--- config.mk ---
export PLATFORM = sky130hd
export DESIGN_NAME = seg7_scan_driver
export DESIGN_NICKNAME = d
export VERILOG_FILES = /design/src/rtl/seg7_scan_driver.sv
export SDC_FILE = /design/constraint.sdc
export NUM_CORES = 1
export LEC_CHECK = 0
export CORE_MARGIN = 3
export CORE_UTILIZATION = 63
export CTS_BUF_LIST = sky130_fd_sc_hd__clkbuf_4 sky130_fd_sc_hd__clkbuf_8
export DETAILED_ROUTE_END_ITERATION = 8
export DONT_BUFFER_PORTS = 1
export GPL_TIMING_DRIVEN = 0
export PLACE_DENSITY = 0.81
export SYNTH_ARGS = -nofsm -noshare
export SYNTH_HDL_FRONTEND = slang
export SYNTH_SLANG_ARGS = --single-unit
--- constraint.sdc ---
create_clock -name clk -period 5.7 [get_ports clk]
set_input_delay 1.14 -clock clk [delete_from_list [all_inputs] [get_ports clk]]
set_output_delay 1.14 -clock clk [all_outputs]
set_load 0.01 [all_outputs]
--- src/rtl/seg7_scan_driver.sv ---
// seg7_scan_driver: multiplexed hex 7-segment scanner with frame-synchronous double-buffered display data.
// Define SEG7_LZB_EN to compile in leading-zero blanking.
module seg7_scan_driver #(
    parameter int NUM_DIGITS = 4,
    parameter int DIV = 50000
) (
    input  logic                    clk,
    input  logic                    rst,
    input  logic                    load,
    input  logic [4*NUM_DIGITS-1:0] value,
    input  logic [NUM_DIGITS-1:0]   dp_in,
    output logic [6:0]              seg,
    output logic                    dp,
    output logic [NUM_DIGITS-1:0]   an,
    output logic                    frame
);
    localparam int CW = $clog2(DIV);
    localparam int IW = NUM_DIGITS > 1 ? $clog2(NUM_DIGITS) : 1;
    localparam logic [6:0] HEX [16] = '{
        7'h40, 7'h79, 7'h24, 7'h30, 7'h19, 7'h12, 7'h02, 7'h78,
        7'h00, 7'h10, 7'h08, 7'h03, 7'h46, 7'h21, 7'h06, 7'h0E
    };

    logic [CW-1:0]           cnt;
    logic [IW-1:0]           idx;
    logic [4*NUM_DIGITS-1:0] shadow_val, pend_val;
    logic [NUM_DIGITS-1:0]   shadow_dp, pend_dp;
    logic                    pend, tick, wrap;
    logic [3:0]              nib;
    logic [6:0]              seg_n;

    assign tick  = cnt == CW'(DIV - 1);
    assign wrap  = tick && idx == IW'(NUM_DIGITS - 1);
    assign frame = wrap && !rst;
    assign nib   = shadow_val[{idx, 2'b00} +: 4];

`ifdef SEG7_LZB_EN
    logic [NUM_DIGITS-1:0] lz;
    always_comb begin
        logic z;
        lz = '0;
        z = 1'b1;
        for (int k = NUM_DIGITS - 1; k > 0; k--) begin
            z = z && shadow_val[4*k +: 4] == 4'd0;
            lz[k] = z;
        end
    end
    assign seg_n = lz[idx] ? 7'h7F : HEX[nib];
`else
    assign seg_n = HEX[nib];
`endif

    always_ff @(posedge clk) begin
        if (rst) begin
            cnt        <= '0;
            idx        <= '0;
            shadow_val <= '0;
            shadow_dp  <= '0;
            pend_val   <= '0;
            pend_dp    <= '0;
            pend       <= 1'b0;
        end else begin
            cnt <= tick ? '0 : cnt + 1'b1;
            if (tick)
                idx <= wrap ? '0 : idx + 1'b1;
            // a load in the boundary cycle bypasses the pending stage
            if (wrap) begin
                shadow_val <= load ? value : pend ? pend_val : shadow_val;
                shadow_dp  <= load ? dp_in : pend ? pend_dp : shadow_dp;
                pend       <= 1'b0;
            end else if (load) begin
                pend_val <= value;
                pend_dp  <= dp_in;
                pend     <= 1'b1;
            end
        end
    end

    always_ff @(posedge clk) begin
        if (rst || cnt == '0) begin
            an  <= '1;
            seg <= 7'h7F;
            dp  <= 1'b1;
        end else begin
            an  <= ~(NUM_DIGITS'(1) << idx);
            seg <= seg_n;
            dp  <= ~shadow_dp[idx];
        end
    end
endmodule

==> results.md <==
- Area of the multi-input gates: 1745 um^2
- RR Startpoint: idx[0]$_SDFFE_PP0P_
- Sequential power share: 0.553
- Max_slew headroom: 0.4961
- Net Switching: 0.2193 mW
- Yosys top cell area share: 0.4303
- Largest area contributor in the netlist: dfxtp_1
- Layout fillers: 360
- Leak Pwr: 1.372 nW
- Max Clock Freq: 306.5 MHz
- Clock Path Buffers: 2
- Sw Share: 0.2320
- Gpl congestion: 0.8682
- Max-slew violations: 0
- Total track usage: 0.2176
- Final hold viol count: 0
- MaxCap Viol Count: 0
- Hold_sp: cnt[0]$_SDFF_PP0_
- Comb power frac: 0.061
- Die X: 78.41 um
- Final wirelength: 6.185 mm
- Post-synthesis sequential area ratio: 0.4303
- Starting Density: 0.6769
- Worst Tran Pin Value: 755.8 ps
- Largest net degree at the start of global routing: 12
- Gates resized, CTS repair: 0
- Share of cells above drive strength 1: 0.1481
- # rows: 25
- Fin crit period: 3263 ps
- Syn Nets: 370
- CTS buffer count: 9
- Setup TNS Final: 0 ps
- Number of nets with antenna violations after routing: 0
- Clk slew on worst S/H paths: 60 ps
- PwrDens: 264.7 nW/um^2
- Layout Nets: 381
- Final Cycle Share: 0.5724
- Gr ovfl total: 0
- Avg Vias per Cell: 5.617
- RSZ-0062 raised after global routing: false
- Top Ports: 36
- ANT cells: 0
- Layout Area Growth over Synthesis: 8.106%
- Hold Crit Class: flop to flop
- Peak VDD IR: 0.1996 mV
- CTS Root Cell: clkbuf_8
- H-Tree Depth: 3
- First-pass GRT wire length: 10.41 mm
- Initial DRC Count: 111
- Clock sinks: 71
- Setup violators final: 0
- Primary FF master, synth: dfxtp_1
- Critical path required time: 4560 ps
- Skew-Pair Late Insertion Delay: 340 ps
- Cell-internal power: 0.7260 mW
- CP startpoint: cnt[0]$_SDFF_PP0_
- Status: finished, final reports clean
- EDFF count, synth: 0
- Crit-path max FO: 6
- Drt pass-1 iters: 4
- FF+latch count, synth: 71
- Average wire per standard cell: 14.80 um
- Synth area leaders: dfxtp_1 43%, mux2i_1 15%, nor2_1 7.6%
- Detailed-route via count: 2348
- Synth cell types: 34
- Storage element area: 1421 um^2
- Vias in the first global route: 2251
- Pre-CTS setup slack: 2533 ps
- Core box area: 4880 um^2
- Post-DP HPWL: 4.462 mm
- Final worst slack: 2437 ps
- Initial antenna violation count: 0
- TritonCTS clock tree: built
- Clock power frac: 0.386
- Post-Syn Area: 3303 um^2
- Hold_ws: 468.4 ps
- Mapped Cells: 335
- CP Capture Type: output pin
- CP startpoint kind: flop
- Die Height: 78.41 um
- Port Buffers: 0
- Hold buffer count at CTS: 0
- Number of remaining DRC errors: 0
- Crit path DAT: 2120 ps
- Postcts setup bufs: 0
- Async SR Flop Fraction: 0
- Die area: 6148 um^2
- Final Skew: 9.154 ps
- Synth warnings: 0
- Setup CP Type: flop to output pin
- Syn avg cell area: 9.860 um^2
power by group through the flow:
stage	Sequential (mW)	Clock, mW	Combinational [mW]
final	0.523	0.365	0.0575
after global routing	0.524	0.396	0.0648
after CTS	0.523	0.373	0.0583
after detailed placement	0.534	0	0.0579
after global placement	0.533	0	0.0568
after floorplan	0.532	0	0.0472
per-stage QoR:
stage / cells / utilization / cell area, um^2 / total power [mW]
global placement: 402 / 0.6941 / 3387 / 0.5900
global route: 418 / 0.7318 / 3571 / 0.9848
CTS: 418 / 0.7318 / 3571 / 0.9544
detailed placement: 402 / 0.6941 / 3387 / 0.5921
finish: 418 / 0.7318 / 3571 / 0.9453
floorplan: 335 / - / 3303 / 0.5793
cells by family after synthesis:
group	synth area share
AOI/OAI and AO/OA	0.1208
xor gates and xnor gates	0.04242
muxes	0.1693
DFF	0.4303
adders and majority gates	0.04545
and+or+nand+nor	0.1504
buffers and inverters	0.04129
critical path, cell delays in order, from the launching register on:
cell	delay (ps)
dfxtp_1	370
ha_1	260
nand3_1	130
or3_1	380
buf_2	170
nor4_1	480
cell usage after synthesis (2+ instances only):
cell type,instances
dfxtp_1,71
nor2_1,67
mux2i_1,48
a211oi_2,20
nand2_1,18
ha_1,12
xnor2_1,12
clkbuf_1,11
inv_1,10
nand3_1,10
a21oi_1,7
buf_4,5
buf_2,4
o21ai_0,4
xor2_1,4
mux4_2,3
nor3_1,3
nor4_1,3
o211ai_1,3
a211oi_1,2
and3_1,2
and4_1,2
nor3b_1,2
o221ai_1,2
final timing paths:
kind                             to  slack (ps)  depth (start not counted)
setup reg to reg  seg[0]$_SDFF_PP1_        3390                          7
hold reg to reg   cnt[0]$_SDFF_PP0_         470                          1
setup / recovery              frame        2440                          5
hold / removal    cnt[0]$_SDFF_PP0_         470                          1
sequential cells by signal, summed over array words and instances, names as in the netlist:
signal and count:
shadow_val 16, pend_val 16, pend_dp 4, an 4, idx 2, dp 1, cnt 16, seg 7
shadow_dp 4, pend 1
cell usage in the layout, fill, tap and decap left out:
| cell | count |
|---|---|
| mux4_2 | 3 |
| xnor2_1 | 12 |
| nor3b_1 | 2 |
| o211ai_1 | 3 |
| inv_1 | 10 |
| a41oi_1 | 1 |
| o21ai_0 | 4 |
| nor4_1 | 3 |
| nor4_4 | 1 |
| o221ai_1 | 2 |
| clkinvlp_4 | 1 |
| and4_1 | 2 |
| xor2_1 | 4 |
| a221oi_1 | 1 |
| dfxtp_1 | 71 |
| clkinv_2 | 2 |
| clkbuf_1 | 11 |
| a211oi_1 | 2 |
| buf_4 | 5 |
| buf_2 | 4 |
| nand3_1 | 10 |
| nand2_1 | 18 |
| ha_1 | 12 |
| clkbuf_8 | 11 |
| nor3_1 | 3 |
| a211oi_2 | 20 |
| or2_2 | 1 |
| clkbuf_4 | 2 |
| and3_1 | 2 |
| nor4b_1 | 1 |
| a21oi_1 | 7 |
| o31ai_2 | 1 |
| or3_1 | 1 |
| nor2_1 | 67 |
| mux2i_1 | 48 |
| nand4_1 | 1 |
| o311ai_0 | 1 |
| mux2_2 | 1 |
area by class of cell:
type                       count  area share
clock inverter                 3    0.004905
sequential                    71      0.3980
clock buffer                  13     0.04660
buffer                        20     0.02768
tap                           67     0.02348
multi-input combinational    234      0.4888
inverter                      10     0.01051
per-layer routing:
metal  GRT usage  vias up  wire length [um]
li1            -     1195                 -
met1      0.2915     1082              2876
met2      0.3313       58              2879
met3     0.04014       13               279
met4      0.1206        0               150
met5           0        -                 0
(Power assumes the default switching activity.)
